### src/rtl/reg_dump_unit.sv
// Debug register dump: halts the core, sweeps a register range through one
// read port, streams (address, value) pairs and accumulates an XOR checksum.
module reg_dump_unit #(
    parameter int DATA_W = 32,
    parameter int ADDR_W = 5,
    parameter int CNT_W  = 6
) (
    input  logic              clk,
    input  logic              rst,
    input  logic              start,
    input  logic [ADDR_W-1:0] start_addr,
    input  logic [ADDR_W-1:0] end_addr,
    output logic              halt_req,
    input  logic              halt_ack,
    output logic [ADDR_W-1:0] rd_addr,
    input  logic [DATA_W-1:0] rd_data,
    output logic              out_valid,
    input  logic              out_ready,
    output logic [ADDR_W-1:0] out_addr,
    output logic [DATA_W-1:0] out_data,
    output logic              busy,
    output logic              done,
    output logic              range_err,
    output logic [DATA_W-1:0] checksum,
    output logic [CNT_W-1:0]  word_count
);

    // Output stream: a word transfers on any rising edge where out_valid and
    // out_ready are both high; out_addr/out_data stay stable until then.
    typedef enum logic [2:0] {
        S_IDLE,
        S_HALT,
        S_READ,
        S_SEND,
        S_DONE
    } state_t;

    state_t            state;
    state_t            state_nx;
    logic [ADDR_W-1:0] idx;
    logic [ADDR_W-1:0] last;

    always_comb begin
        state_nx = state;
        halt_req = 1'b0;
        busy     = 1'b0;
        done     = 1'b0;
        rd_addr  = '0;
        case (state)
            S_IDLE: begin
                if (start) begin
                    state_nx = (start_addr > end_addr) ? S_DONE : S_HALT;
                end
            end
            S_HALT: begin
                halt_req = 1'b1;
                busy     = 1'b1;
                if (halt_ack) begin
                    state_nx = S_READ;
                end
            end
            S_READ: begin
                halt_req = 1'b1;
                busy     = 1'b1;
                rd_addr  = idx;
                state_nx = S_SEND;
            end
            S_SEND: begin
                halt_req = 1'b1;
                busy     = 1'b1;
                if (out_ready) begin
                    state_nx = (idx == last) ? S_DONE : S_READ;
                end
            end
            S_DONE: begin
                // A rejected range never froze the core, so it must not request it now.
                halt_req = ~range_err;
                busy     = 1'b1;
                done     = 1'b1;
                state_nx = S_IDLE;
            end
            default: state_nx = S_IDLE;
        endcase
    end

    always_ff @(posedge clk) begin
        if (rst) begin
            state      <= S_IDLE;
            idx        <= '0;
            last       <= '0;
            out_valid  <= 1'b0;
            out_addr   <= '0;
            out_data   <= '0;
            checksum   <= '0;
            word_count <= '0;
            range_err  <= 1'b0;
        end else begin
            state <= state_nx;
            case (state)
                S_IDLE: begin
                    if (start) begin
                        idx        <= start_addr;
                        last       <= end_addr;
                        checksum   <= '0;
                        word_count <= '0;
                        range_err  <= (start_addr > end_addr);
                    end
                end
                S_READ: begin
                    out_data   <= rd_data;
                    out_addr   <= idx;
                    checksum   <= checksum ^ rd_data;
                    word_count <= word_count + CNT_W'(1);
                    out_valid  <= 1'b1;
                end
                S_SEND: begin
                    if (out_ready) begin
                        out_valid <= 1'b0;
                        // Stop before incrementing so idx never wraps past the top register.
                        if (idx != last) begin
                            idx <= idx + ADDR_W'(1);
                        end
                    end
                end
                default: ;
            endcase
        end
    end

endmodule

### config.mk
export PLATFORM = sky130hd
export DESIGN_NAME = reg_dump_unit
export DESIGN_NICKNAME = d
export VERILOG_FILES = /design/src/rtl/reg_dump_unit.sv
export SDC_FILE = /design/constraint.sdc
export NUM_CORES = 1
export LEC_CHECK = 0
export ABC_AREA = 1
export CAP_MARGIN = 20
export CORE_UTILIZATION = 41
export DETAILED_ROUTE_END_ITERATION = 6
export PLACE_DENSITY = 0.83
export SYNTH_ARGS = -nofsm -noshare
export SYNTH_HDL_FRONTEND = slang
export SYNTH_SLANG_ARGS = --single-unit
export TNS_END_PERCENT = 30
### constraint.sdc
create_clock -name clk -period 1.4 [get_ports clk]
set_clock_uncertainty 0.2 [all_clocks]
set_input_delay 0.21 -clock clk [delete_from_list [all_inputs] [get_ports clk]]
set_output_delay 0.21 -clock clk [all_outputs]
set_load 0.02 [all_outputs]
After elaboration in Yosys (flattened, before gate mapping)
Cells that the tools add are included.
{"block": "totals", "latchBits": 0, "reg_bits": 90, "output_inout_bits": 85, "romBits": 0, "mem_count": 0, "mem_bits_rw": 0}
{"block": "op_classes", "muxes": 20, "n_mul": 0, "reduce_logical": 11, "shift": 0, "magnitude_cmp": 1, "addsub": 2, "n_div": 0, "n_bitwise": 2, "n_eq_ne": 10}
{"cell": "$pmux W32 S2", "count": 1}
{"cell": "$mux W32", "count": 1}
{"cell": "$xor A32 B32 Y32", "count": 1}
{"cell": "$mux W5", "count": 4}
{"cell": "$mux W3", "count": 5}
{"cell": "$pmux W3 S4", "count": 1}
{"cell": "$pmux W6 S2", "count": 1}
{"cell": "$pmux W5 S2", "count": 1}
{"cell": "$ne A2 B2 Y1 const B", "count": 4}
{"cell": "$add A6 B1 Y6 const B", "count": 1}
{"cell": "$eq A3 B2 Y1 const B", "count": 2}
{"cell": "$mux W6", "count": 1}
{"cell": "$reduce_and A2 Y1", "count": 3}
{"cell": "$reduce_bool A2 Y1", "count": 3}
{"cell": "$add A5 B1 Y5 const B", "count": 1}
{"cell": "$eq A5 B5 Y1", "count": 1}
{"cell": "$gt A5 B5 Y1", "count": 1}
{"cell": "$ne A5 B5 Y1", "count": 1}
{"cell": "$pmux W1 S2", "count": 2}
{"cell": "$reduce_and A4 Y1", "count": 1}
{"cell": "$reduce_or A4 Y1", "count": 1}
{"cell": "$eq A3 B1 Y1 const B", "count": 1}
{"cell": "$eq A3 B3 Y1 const B", "count": 1}
{"cell": "$logic_not A3 Y1", "count": 1}
{"cell": "other kinds (4)", "count": 6}

Depth between registers and ports, before layout
Gate-level depths: netlist of the first run.
{"block": "depth", "word_depth": 4, "ltp_mapped": 11, "ltp_nobuf": 11}

Worst setup path after synthesis of the first run
No wires, ideal clock.
{"block": "synth_path", "path_kind": "flip-flop to output port", "startpoint": "reg state[0]", "endpoint": "out halt_req", "path_slack_ns": -0.405, "stages_incl_launch_ff": 6, "arrival_ns": 1.395, "required_time_ns": 0.990, "cell_sequence": "dfxtp_1 > inv_2 > nand2_1 > nor2_1 > inv_1 > o21ai_0"}
{"block": "synth_via", "elab_chain_cells": 3, "elab_cells_between_ends": 6, "cone_classes": "eq/ne (4); mux (1); reduce/logical (1)"}
{"element": "start, declared", "line": "38", "text": "state_t state;"}
{"element": "start signal, assigned", "line": "98", "text": "state <= state_nx;"}
{"element": "$eq A3 B2 Y1 / $eq A3 B1 Y1 (equally long branches)", "line": "49", "text": "case (state)"}
{"element": "$reduce_or A3 Y1 (no source line)"}
{"element": "$pmux W1 S2 (*)", "line": "49"}
{"element": "end, declared", "line": "13", "text": "output logic halt_req,"}
Every way passes the cells marked *; elsewhere a longest branch is shown, timed or not.

Worst setup path in the final report of the first run
{"block": "layout_path", "startpoint": "reg state[2]", "endpoint": "out halt_req"}
Same word-level chain as after synthesis.

==> impl_metrics.env, run 1 <==
export IMPL_r2r_slack_ns=-0.45
export IMPL_cts_max_path_buffers=2
export IMPL_syn_inst=509
export IMPL_synth_distinct_cells=27
export IMPL_min_path_type="input port to flop"
export IMPL_clock_sinks=90
export IMPL_dieWidth_um=98.38
export IMPL_critPathLaunchType="flop"
export IMPL_first_pass_iters=6
export IMPL_crit_top_cell="nor2_4"
export IMPL_gp_congestion=0.8538
export IMPL_crit_path_end_kind="primary output"
export IMPL_synth_seq_cells=90
export IMPL_r2r_start="state[2]$_SDFFE_PP0P_"
export IMPL_final_hold_viol_count=0
export IMPL_rsz0062_at_grt="true"
export IMPL_fin_nets=758
export IMPL_die_height_um=98.38
export IMPL_cts_made_buffers=9
export IMPL_grt_max_degree=77
export IMPL_crit_path_max_incr_delay_ns=0.36
export IMPL_critPathMaxFanout=3
export IMPL_arrival_ns=1.55
export IMPL_worstPathRequired_ns=0.99
export IMPL_grt_overflow_total=0
export IMPL_clk_insertion_delay_late_ns=0.35
export IMPL_core_area_mm2=0.008848
export IMPL_core_rowCount=34
export IMPL_critical_path_class="flop to primary output"
export IMPL_clkSlewWorstSetupHoldPaths_ns=0.10
export IMPL_clock_power_share_pct=22.8
export IMPL_synth_compound_area_share_pct=14.82
export IMPL_relSlewSlack_pct=66.47
export IMPL_reg2regPathDepth=12
export IMPL_yosysTopAreaCellShare_pct=47.31
export IMPL_io_pin_count=132
export IMPL_layout_common_cells="94 x nand2_1, 84 x dfxtp_1, 78 x buf_2"
export IMPL_netlist_top_cells_area="dfxtp_1 47%, nand2_1 13%, a21oi_1 12%"
export IMPL_antenna_found_initial=0
export IMPL_synth_top_family_by_area="simple AND/OR/NAND/NOR gates"
export IMPL_yosysWarnings=0
export IMPL_avgSynthCellArea_um2=7.483
export IMPL_n_antenna_cell=0
export IMPL_async_flop_share_pct=0
export IMPL_dieArea_mm2=0.009679
export IMPL_syn_nets=563
export IMPL_p_total_w=0.008123
export IMPL_critPathSlowestCell="dfxtp_2"
export IMPL_endpoint="halt_req"
export IMPL_synth_fa_ha_area_share_pct=2.300
export IMPL_power_leakage_nw=2.637
export IMPL_crit_chain="inv_2 -> nand2_4 -> nor2_4 -> or2_4 -> nor2_4 -> o21ai_4 -> buf_6"
export IMPL_final_area_mm2=0.006053
export IMPL_wl_per_cell_um=14.79
export IMPL_vdd_drop_max_v=0.0007068
export IMPL_finalSetupViolCount=97
export IMPL_numPortBuffers=131
export IMPL_routed_wl_um=12080
export IMPL_netlist_area_mm2=0.003809
export IMPL_max_cap_violations=0
export IMPL_violations="design-rule violations, negative setup slack"
export IMPL_synth_mux_area_fraction_pct=0
export IMPL_synth_xor_area_share_pct=0.2300
export IMPL_place_area_mm2=0.005653
export IMPL_drtIter0Drc=111
export IMPL_synth_simple_area_share_pct=27.60
export IMPL_power_frac_comb_pct=39.6
export IMPL_status="complete, but fails checks"
export IMPL_seq_area_frac_synth_pct=47.31
export IMPL_pwr_share_seq_pct=37.5
export IMPL_root_buffer="clkbuf_8"
export IMPL_initial_core_util_pct=43.04
export IMPL_via_count=4142
export IMPL_switching_share_pct=36.39
export IMPL_cp_startpoint="state[2]$_SDFFE_PP0P_"
export IMPL_hold_worst_slack_ns=0.01367
export IMPL_grt_first_pass_wirelength_um=18290
export IMPL_hold_depth=3
export IMPL_fmax_mhz=509.0
export IMPL_cts_tree="done"
export IMPL_grt_pass1_vias=4099
export IMPL_drc=10
export IMPL_cellPowerDensity_mw_per_mm2=1342
export IMPL_grt_use_total_pct=23.28
export IMPL_drive_gt1_share_pct=38.65
export IMPL_synth_edf_count=0
export IMPL_final_common_cell="nand2_1"
export IMPL_final_util_pct=68.41
export IMPL_p_switching_w=0.002956
export IMPL_cts_hold_buf=0
export IMPL_dpl_hpwl_um=7688
export IMPL_min_period_ns=1.965
export IMPL_r2r_end="idx[4]$_SDFFE_PP0P_"
export IMPL_synth_top_flop_cell="dfxtp_1"
export IMPL_area_growth_pct=58.94
export IMPL_vias_per_cell=5.070
export IMPL_p_int_w=0.005168
export IMPL_worst_pin_slew_ns=0.5024
export IMPL_fillers=729
export IMPL_maxSlewViolCount=0
export IMPL_fin_crit_sh_pct=140.3
export IMPL_ant_nets=0
export IMPL_setup_ws_ns=-0.5647
export IMPL_yosysTopAreaCell="dfxtp_1"
export IMPL_htree_num_levels=3
==> worst min-delay path by stage <==
| stage | from | end |
|---|---|---|
| 2_1_floorplan | end_addr[4] | last[4]$_SDFFE_PP0P_ |
| 3_3_place_gp | out_data[25]$_SDFFE_PP0P_ | out_data[25]$_SDFFE_PP0P_ |
| 3_5_place_dp | out_data[20]$_SDFFE_PP0P_ | out_data[20]$_SDFFE_PP0P_ |
| 4_1_cts | rst | out_data[16]$_SDFFE_PP0P_ |
| 5_1_grt | end_addr[3] | last[3]$_SDFFE_PP0P_ |
| 6_report | end_addr[3] | last[3]$_SDFFE_PP0P_ |
==> area by class of cell <==
cell class / instances / area, um2 / share of cell area [%]
multi-input combinational: 352 / 2024 / 33.44
sequential: 90 / 1812 / 29.93
timing repair buffer: 207 / 1695 / 28.01
inverter: 44 / 181.4 / 2.997
tap: 108 / 135.1 / 2.232
clock buffer: 9 / 123.9 / 2.046
clock inverter: 7 / 81.33 / 1.344
==> cell usage after synthesis, types with 3 or more instances <==
cell type	count
buf_2	8
a21oi_1	92
o21ai_0	15
nand2_1	127
buf_4	3
ha_1	7
clkbuf_1	8
dfxtp_1	90
inv_2	5
nor2_1	21
nand3_1	43
inv_1	39
or2_0	32
buf_6	3
==> cell families after synthesis <==
logic type,count (synthesis)
xor+xnor,1
flops,90
fa+ha+maj,7
compound gates,111
buf+inv,67
simple gates,233
==> layer usage <==
metal	track usage, %	wire, um	vias up
li1	-	-	2039
met1	25.76	4759	1960
met2	43.12	6358	114
met3	4.796	633	29
met4	9.759	329	0
met5	0	0	-
==> worst max-delay path: cells and delay by family (launching register included) <==
family,cells,cell delay (ns)
compound gates,1,0.08
buf+inv,2,0.19
flops,1,0.36
simple gates,4,0.57
==> metrics by stage <==
| stage | setup TNS (ns) | setup slack [ns] | std cells |
|---|---|---|---|
| 2_1_floorplan | -3.336 | -0.1276 | 509 |
| 3_3_place_gp | -17.51 | -0.5719 | 784 |
| 3_5_place_dp | -22.68 | -0.6475 | 784 |
| 4_1_cts | -13.62 | -0.4914 | 805 |
| 5_1_grt | -29.42 | -0.6081 | 817 |
| 6_report | -24.02 | -0.5647 | 817 |
==> power by group through the flow <==
stage,combinational [W],clock (W),sequential [W]
after floorplan,0.00132,0,0.00326
after global placement,0.00267,0,0.00307
after detailed placement,0.00274,0,0.00309
after CTS,0.00285,0.00189,0.00303
after global routing,0.00346,0.00202,0.00308
final,0.00322,0.00185,0.00305
==> state kept, by name, summed over array words and instances, names as in the netlist <==
register	cells
range_err	1
state	3
out_addr	5
idx	5
out_valid	1
out_data	32
checksum	32
word_count	6
last	5
==> timing repair <==
item,in CTS,in global routing
gates cloned,0,5
endpoints found under the setup margin,172,126
resized for setup,366,112
buffers inserted,5,9
pin swaps,5,31
Note: power is estimated with default switching activity, not from simulation.
==> run 2: changes to the inputs <==
==> constraint.sdc (replaced) <==
create_clock -name clk -period 1.8 [get_ports clk]
set_clock_uncertainty 0.2 [all_clocks]
set_input_delay 0.27 -clock clk [delete_from_list [all_inputs] [get_ports clk]]
set_output_delay 0.27 -clock clk [all_outputs]
set_load 0.02 [all_outputs]
==> impl_metrics.env, run 2 (synthesis results as in run 1) <==
export IMPL_fin_cells=774
export IMPL_numPortBuffers=131
export IMPL_critPathSlowestCell="dfxtp_2"
export IMPL_htree_num_levels=3
export IMPL_dieWidth_um=98.38
export IMPL_crit_path_max_incr_delay_ns=0.36
export IMPL_crit_top_cell="nor2_4"
export IMPL_switching_share_pct=34.82
export IMPL_reg_top3="checksum (32), out_data (32), word_count (6)"
export IMPL_wl_per_cell_um=14.12
export IMPL_rsz0062_at_grt="true"
export IMPL_critPathMaxFanout=3
export IMPL_max_cap_violations=0
export IMPL_ff_latch_area_mm2=0.001807
export IMPL_min_path_type="input port to flop"
export IMPL_arrival_ns=1.42
export IMPL_ant_nets=0
export IMPL_final_common_cell="nand2_1"
export IMPL_grt_overflow_total=0
export IMPL_p_int_w=0.003835
export IMPL_dieArea_mm2=0.009679
export IMPL_power_frac_comb_pct=34.2
export IMPL_clock_sinks=90
export IMPL_pwr_share_seq_pct=39.9
export IMPL_cp_startpoint="state[2]$_SDFFE_PP0P_"
export IMPL_violations="design-rule violations, negative setup slack"
export IMPL_n_antenna_cell=0
export IMPL_cts_max_path_buffers=2
export IMPL_status="complete, but fails checks"
export IMPL_fillers=744
export IMPL_r2r_start="state[2]$_SDFFE_PP0P_"
export IMPL_drtIter0Drc=123
export IMPL_cts_tree="done"
export IMPL_fin_nets=715
export IMPL_first_pass_iters=7
export IMPL_drive_gt1_share_pct=13.96
export IMPL_critPathLaunchType="flop"
export IMPL_relSlewSlack_pct=69.83
export IMPL_initial_core_util_pct=43.04
export IMPL_vias_per_cell=5.140
export IMPL_min_from="rst"
export IMPL_io_pin_count=132
export IMPL_core_area_mm2=0.008848
export IMPL_setup_ws_ns=-0.08885
export IMPL_min_period_ns=1.889
export IMPL_maxSlewViolCount=0
export IMPL_cellPowerDensity_mw_per_mm2=1026
export IMPL_grt_pass1_vias=3731
export IMPL_root_buffer="clkbuf_8"
export IMPL_clk_insertion_delay_late_ns=0.36
export IMPL_gp_congestion=0.8528
export IMPL_tns_ns=-0.3245
export IMPL_clkSlewWorstSetupHoldPaths_ns=0.09
export IMPL_vdd_drop_max_v=0.0005206
export IMPL_multi_input_area_mm2=0.001809
export IMPL_via_count=3978
export IMPL_final_hold_viol_count=0
export IMPL_grt_use_total_pct=22.08
export IMPL_critical_path_class="flop to primary output"
export IMPL_crit_chain="inv_2 -> nand2_4 -> nor2_4 -> or2_4 -> nor2_4 -> o21ai_1 -> buf_4"
export IMPL_grt_first_pass_wirelength_um=17150
export IMPL_area_growth_pct=50.62
export IMPL_fmax_mhz=529.4
export IMPL_finalSetupViolCount=10
export IMPL_clock_power_share_pct=25.9
export IMPL_layout_common_cells="124 x nand2_1, 88 x a21oi_1, 86 x dfxtp_1"
export IMPL_cts_made_buffers=9
export IMPL_placed_cells=755
export IMPL_crit_path_end_kind="primary output"
export IMPL_worstPathRequired_ns=1.33
export IMPL_power_leakage_nw=2.878
export IMPL_core_rowCount=34
export IMPL_dpl_hpwl_um=7514
export IMPL_fin_crit_sh_pct=104.9
export IMPL_grt_max_degree=77
export IMPL_drc=2
export IMPL_die_height_um=98.38
export IMPL_cts_hold_buf=0
export IMPL_antenna_found_initial=0
export IMPL_p_switching_w=0.002049
export IMPL_routed_wl_um=10930
export IMPL_worst_pin_slew_ns=0.4521
-- run 2: changes by cell type in the layout (fill, tap and decap cells not counted), sizes merged, moves of 2 or more --
cell,change
buf,-116
clkdlybuf4s50,+2
dlygate4sd2,+51
dlymetal6s2s,+24
inv,-5
-- run 2: layer usage --
metal  track usage, %  up-vias  part of all wire (%)
met2            38.08      134                    50
met4            9.070        0                   1.8
li1                 -     1948                     -
met1            25.96     1878                    42
met3            5.941       18                   6.4
met5                0        -                     0
-- run 2: power by group through the flow --
stage / combinational [W] / sequential, W / clock [W]
2_1_floorplan: 0.000945 / 0.00253 / 0
3_3_place_gp: 0.00181 / 0.00237 / 0
3_5_place_dp: 0.00187 / 0.00238 / 0
4_1_cts: 0.00191 / 0.00234 / 0.00156
5_1_grt: 0.00218 / 0.00238 / 0.00163
6_report: 0.00201 / 0.00235 / 0.00152
-- run 2: what timing repair did --
action | in CTS | in global routing
gates resized for setup | 117 | 48
pin swaps | 3 | 6
setup buffers | 1 | 3
endpoints found under the setup margin | 86 | 75
-- run 2: critical path: cells and delay by family (launching register included) --
kind | cells | cell delay (ns)
compound gates | 1 | 0.06
buf+inv | 2 | 0.20
flops | 1 | 0.36
simple gates | 4 | 0.43
-- run 2: per-stage QoR --
stage	instance area [um2]	hold slack [ns]	utilization, %	power, W	setup slack, ns
after global placement	5358	0.2507	60.55	0.004189	-0.2315
after detailed placement	5358	0.2510	60.55	0.004252	-0.2822
after CTS	5587	0.2086	63.14	0.005815	-0.1089
final	5737	0.2027	64.83	0.005884	-0.08885
after floorplan	3809	0.2211	-	0.003474	0.08474
after global routing	5737	0.2298	64.83	0.006190	-0.1553
-- run 2: worst paths after layout --
check                                    end  slack, ns  depth (start not counted)
setup / recovery                    halt_req      -0.09                          7
hold / removal    word_count[3]$_SDFFE_PP0P_       0.20                          3
setup reg to reg       state[2]$_SDFFE_PP0P_      -0.05                         10
hold reg to reg    out_data[11]$_SDFFE_PP0P_       0.26                          2
-- run 2: final cells by class --
type	instances	share of cell area [%]
Clock inverter	4	1.309
Inverter	44	3.075
Clock buffer	12	2.530
Tap cell	108	2.356
Multi-Input combinational cell	352	31.54
Sequential cell	90	31.49
Timing Repair Buffer	164	27.70
==> edit 1 (flow settings as in run 1) <==
Set the parameter `DATA_W` to 64 (it was 32).
--- a/src/rtl/reg_dump_unit.sv
+++ b/src/rtl/reg_dump_unit.sv
@@ -1,7 +1,7 @@
 // Debug register dump: halts the core, sweeps a register range through one
 // read port, streams (address, value) pairs and accumulates an XOR checksum.
 module reg_dump_unit #(
-    parameter int DATA_W = 32,
+    parameter int DATA_W = 64,
     parameter int ADDR_W = 5,
     parameter int CNT_W  = 6
 ) (
Ports: changed (resized checksum, out_data and rd_data); port bits go from 132 to 228. The function was not compared with the original's and may differ.
==> edit 1 against run 1 <==
  * The run ends with setup timing left
  * Sequential power is 68% higher
  * Die area up 58%
  * Cell area is 76% higher
  * Sequential cell count rose by 64
  * Wire length is 84% higher
  * Register-to-register slack got worse by 0.04 ns
  * Power is 88% higher
  * First-iteration DRC count grew to 3.4 times the old value
  * Worst setup slack improved by 0.022 ns
  * Synthesized area grew 59%
  * Critical path depth decreased by 1
  * Largest cell class unchanged
==> edit 1: results (changes against run 1) <==
Status
  – Run status: finished with violations
  – Failing checks: setup timing

Timing
  – Setup WS post-layout: -0.543 ns (+0.0215 ns)
  – Transition time at the pin with the least slew margin: 0.584 ns (+0.0811 ns)
  – Setup violations, final: 162 (+67%)

Route
  – Number of detailed-route iterations in the first pass: 4 (-2)
  – Post-Route M1 WL: 8650 um (+82%)
  – Number of DRC violations after detailed-routing iteration 0: 379 (+240%)
  – Routed WL per cell: 16.9 um (+14%)

Finish
  – Layout cell share with drive strength beyond 1: 44.9% (+6.2 points)
  – Filler Cell Count: 1016 (+39%)

Setup path
  – Arrival time worst endpoint: 1.53 ns (-0.02 ns)
  – Reg-to-reg endpoint: checksum[33]$_SDFFE_PP0P_

GRT
  – Maximum number of pins on one net before global-route repair: 90 (+17%)
  – Met1 Track Usage GR: 28.9% (+3.1 points)

Min path
  – Hold worst-path end: checksum[43]$_SDFFE_PP0P_
  – Min-Delay Startpoint: rst

Clock tree
  – H-tree Lvls: 4 (+1)
  – Latest clock arrival within the worst-skew pair: 0.43 ns (+0.08 ns)
  – Setup bufs post-CTS: 20 (+15)
  – Clock root buffer: clkbuf_16

Placement
  – IO Port Bufs: 227 (+73%)
  – Number of cells after detailed placement: 1240 (+58%)

Yosys
  – Xor and xnor fraction of the mapped netlist area: 0.144% (-0.086 points)
  – Synthesized Nets: 865 (+54%)
==> edit 1: changes by cell type after synthesis, sizes merged, moves of 2 or more <==
cell    before  now
or2         34   66
clkbuf       8   23
a21oi       93  155
dfxtp       90  154
inv         44   42
buf         15   17
nand2      130  194
nand3       44   78
==> edit 1: cell type report <==
| class | instances | area share, % |
|---|---|---|
| Clock buffer | 18 | 4.11 |
| Clock inverter | 14 | 1.28 |
| Inverter | 42 | 1.57 |
| Multi-Input combinational cell | 543 | 31.1 |
| Sequential cell | 154 | 29.3 |
| Tap cell | 184 | 2.16 |
| Timing Repair Buffer | 359 | 30.5 |
==> edit 1: cell families (layout without fill, tap and decap cells) <==
family / Yosys count / after routing
xor+xnor: 1 / 1
compound gates: 173 / 173
simple gates: 362 / 362
flops: 154 / 154
fa+ha+maj: 7 / 7
buf+inv: 82 / 433
==> edit 1: power breakdown <==
group          internal, uW  switching (uW)  total [uW]
sequential             4810             298        5110
clock                  2530            2010        4550
combinational          2720            2900        5620
==> edit 2 (settings of run 1) <==
Made on the original files. Encoding of `state_t`: now one-hot (5 bits for 5 states).
--- a/src/rtl/reg_dump_unit.sv
+++ b/src/rtl/reg_dump_unit.sv
@@ -27,12 +27,12 @@
 
     // Output stream: a word transfers on any rising edge where out_valid and
     // out_ready are both high; out_addr/out_data stay stable until then.
-    typedef enum logic [2:0] {
-        S_IDLE,
-        S_HALT,
-        S_READ,
-        S_SEND,
-        S_DONE
+    typedef enum logic [4:0] {
+        S_IDLE = 5'b00001,
+        S_HALT = 5'b00010,
+        S_READ = 5'b00100,
+        S_SEND = 5'b01000,
+        S_DONE = 5'b10000
     } state_t;
 
     state_t            state;
Behaviour: same outputs for any inputs over 4 cycles, from zero or initial values and one cycle with rst high; so few cycles prove little.
==> edit 2 against run 1 <==
  * Non-clock buffer count rose by 23
  * Power fell by 15%
  * Wire length rose by 24%
  * Sequential cell count rose by 2
  * Synthesized area rose by 7.5%
  * Worst setup slack got worse by 0.041 ns
  * The flow finishes with violations (setup timing)
  * Worst hold slack improved by 0.27 ns
  * Cell area rose by 10%
==> edit 2: results (changes against run 1) <==
Status
  – Run status: finished with violations
  – Failing checks: setup timing

Yosys
  – Leading post-synthesis cells by cell area: dfxtp_1 (45%), nor2_1 (10%), nand2_1 (7.9%)
  – Synthesized Nets: 604 (+7.3%)
  – Distinct cells, synth: 26 (-3.7%)
  – Proportion of synthesized chip area in sequential cells: 45.0% (-2.3 points)
  – Most frequent cells after synthesis: nor2_1 (109), dfxtp_1 (92), nand2_1 (86), a21oi_1 (49), nand3_1 (46)

Placement
  – Number of cells after detailed placement: 846 (+7.9%)
  – Post-DP HPWL: 8410 um (+9.4%)
  – Final weighted congestion of routability-driven global placement: 0.934 (+9.3%)
  – Cell area after placement: 0.00594 mm2 (+5.0%)

Setup path
  – Timing startpoint of the critical path: state[0]$_SDFFE_PP1P_
  – Dominant delay contributor by cell family on the critical path: buffers and inverters
  – Internal reg-to-reg setup slack: -0.54 ns (-0.09 ns)

Power
  – Switching power of the nets: 2340 uW (-21%)
  – Leakage Power: 0.00292 uW (+11%)
  – Clk pwr: 1610 uW (-13%)
  – Share of total power in combinational logic: 34.4% (-5.2 points)

Clock tree
  – Setup bufs post-CTS: 23 (+18)
  – Count of cells resized by post-cts repair: 346 (-5.5%)

Route
  – Number of detailed-route iterations in the first pass: 4 (-2)
  – Number of DRC violations after detailed-routing iteration 0: 178 (+60%)
  – Routed length on met3: 945 um (+49%)
  – Total vias in the final route: 4667 (+13%)
  – DR WL met2: 7630 um (+20%)

GRT
  – Global-route wire length before repair: 21500 um (+17%)
  – Via count of the first global-routing pass: 4533 (+11%)
  – Maximum number of pins on one net before global-route repair: 47 (-39%)
  – Global routing usage summed across all routing layers: 26.8% (+3.5 points)
  – GR met2 Demand/Resource: 48.2% (+5.1 points)
  – Met1 Track Usage GR: 29.2% (+3.4 points)
  – Grt met3 use: 6.91% (+2.1 points)

Min path
  – Hold worst-path end: checksum[0]$_SDFFE_PP0P_
  – Min-Delay Path Depth: 2 (-1)
  – Class of the tightest hold or removal check: reg -> reg

Timing
  – Setup WS post-layout: -0.605 ns (-0.0406 ns)
  – Setup violations, final: 100 (+3.1%)

Finish
  – Layout cell share with drive strength beyond 1: 39.0% (+0.39 points)
  – Final layout net count: 820 (+8.2%)
==> edit 2: cell types whose count changed after synthesis, moves of 4 or more <==
cell | before | now
buf_6 | 3 | 8
nand2_1 | 127 | 86
a21oi_1 | 92 | 49
o21ai_0 | 15 | 45
nand4_1 | 1 | 10
or2_0 | 32 | 0
nor2_2 | 0 | 9
nor2_1 | 21 | 109
nand3b_1 | 0 | 4
a21oi_2 | 1 | 9
==> edit 2: layout make-up <==
cell class / instances / area (um2)
clock inverters: 5 / 38.8
clock buffers: 11 / 131
fillers: 799 / 3060
inverters: 40 / 180
flip-flops and latches: 92 / 1850
well taps: 133 / 166
repair buffers: 230 / 2100
multi-input cells: 393 / 2210
==> edit 2: through the flow <==
| stage | hold WS (ns) | total power (uW) | setup slack (ns) |
|---|---|---|---|
| 6_report | 0.281 | 6880 | -0.605 |
| 5_1_grt | 0.293 | 7200 | -0.677 |
| 4_1_cts | 0.264 | 6760 | -0.476 |
| 3_5_place_dp | 0.267 | 4740 | -0.588 |
| 3_3_place_gp | 0.256 | 4670 | -0.497 |
| 2_1_floorplan | 0.0791 | 3960 | -0.117 |
==> edit 2: worst register-to-register path: stages (launching register included) <==
cell and delay, ns:
dfxtp_4 0.39, nor2_4 0.17, buf_6 0.12, nand2_2 0.07, nor2_4 0.16, buf_6 0.12
buf_6 0.09, nor2_2 0.06, nor2_4 0.23, nand3_2 0.11, nand2_2 0.07, nor2_1 0.04
==> edit 2: kinds of logic (layout without fill, tap and decap cells) <==
family	count (synthesis)	after routing	synth area share (%)
flip-flops	92	92	45.0
XOR/XNOR	3	3	0.642
buffers and inverters	68	286	8.47
AO/OA/AOI/OAI	105	105	13.8
adder cells (fa/ha/maj)	7	7	2.14
AND/OR/NAND/NOR	275	278	30.0
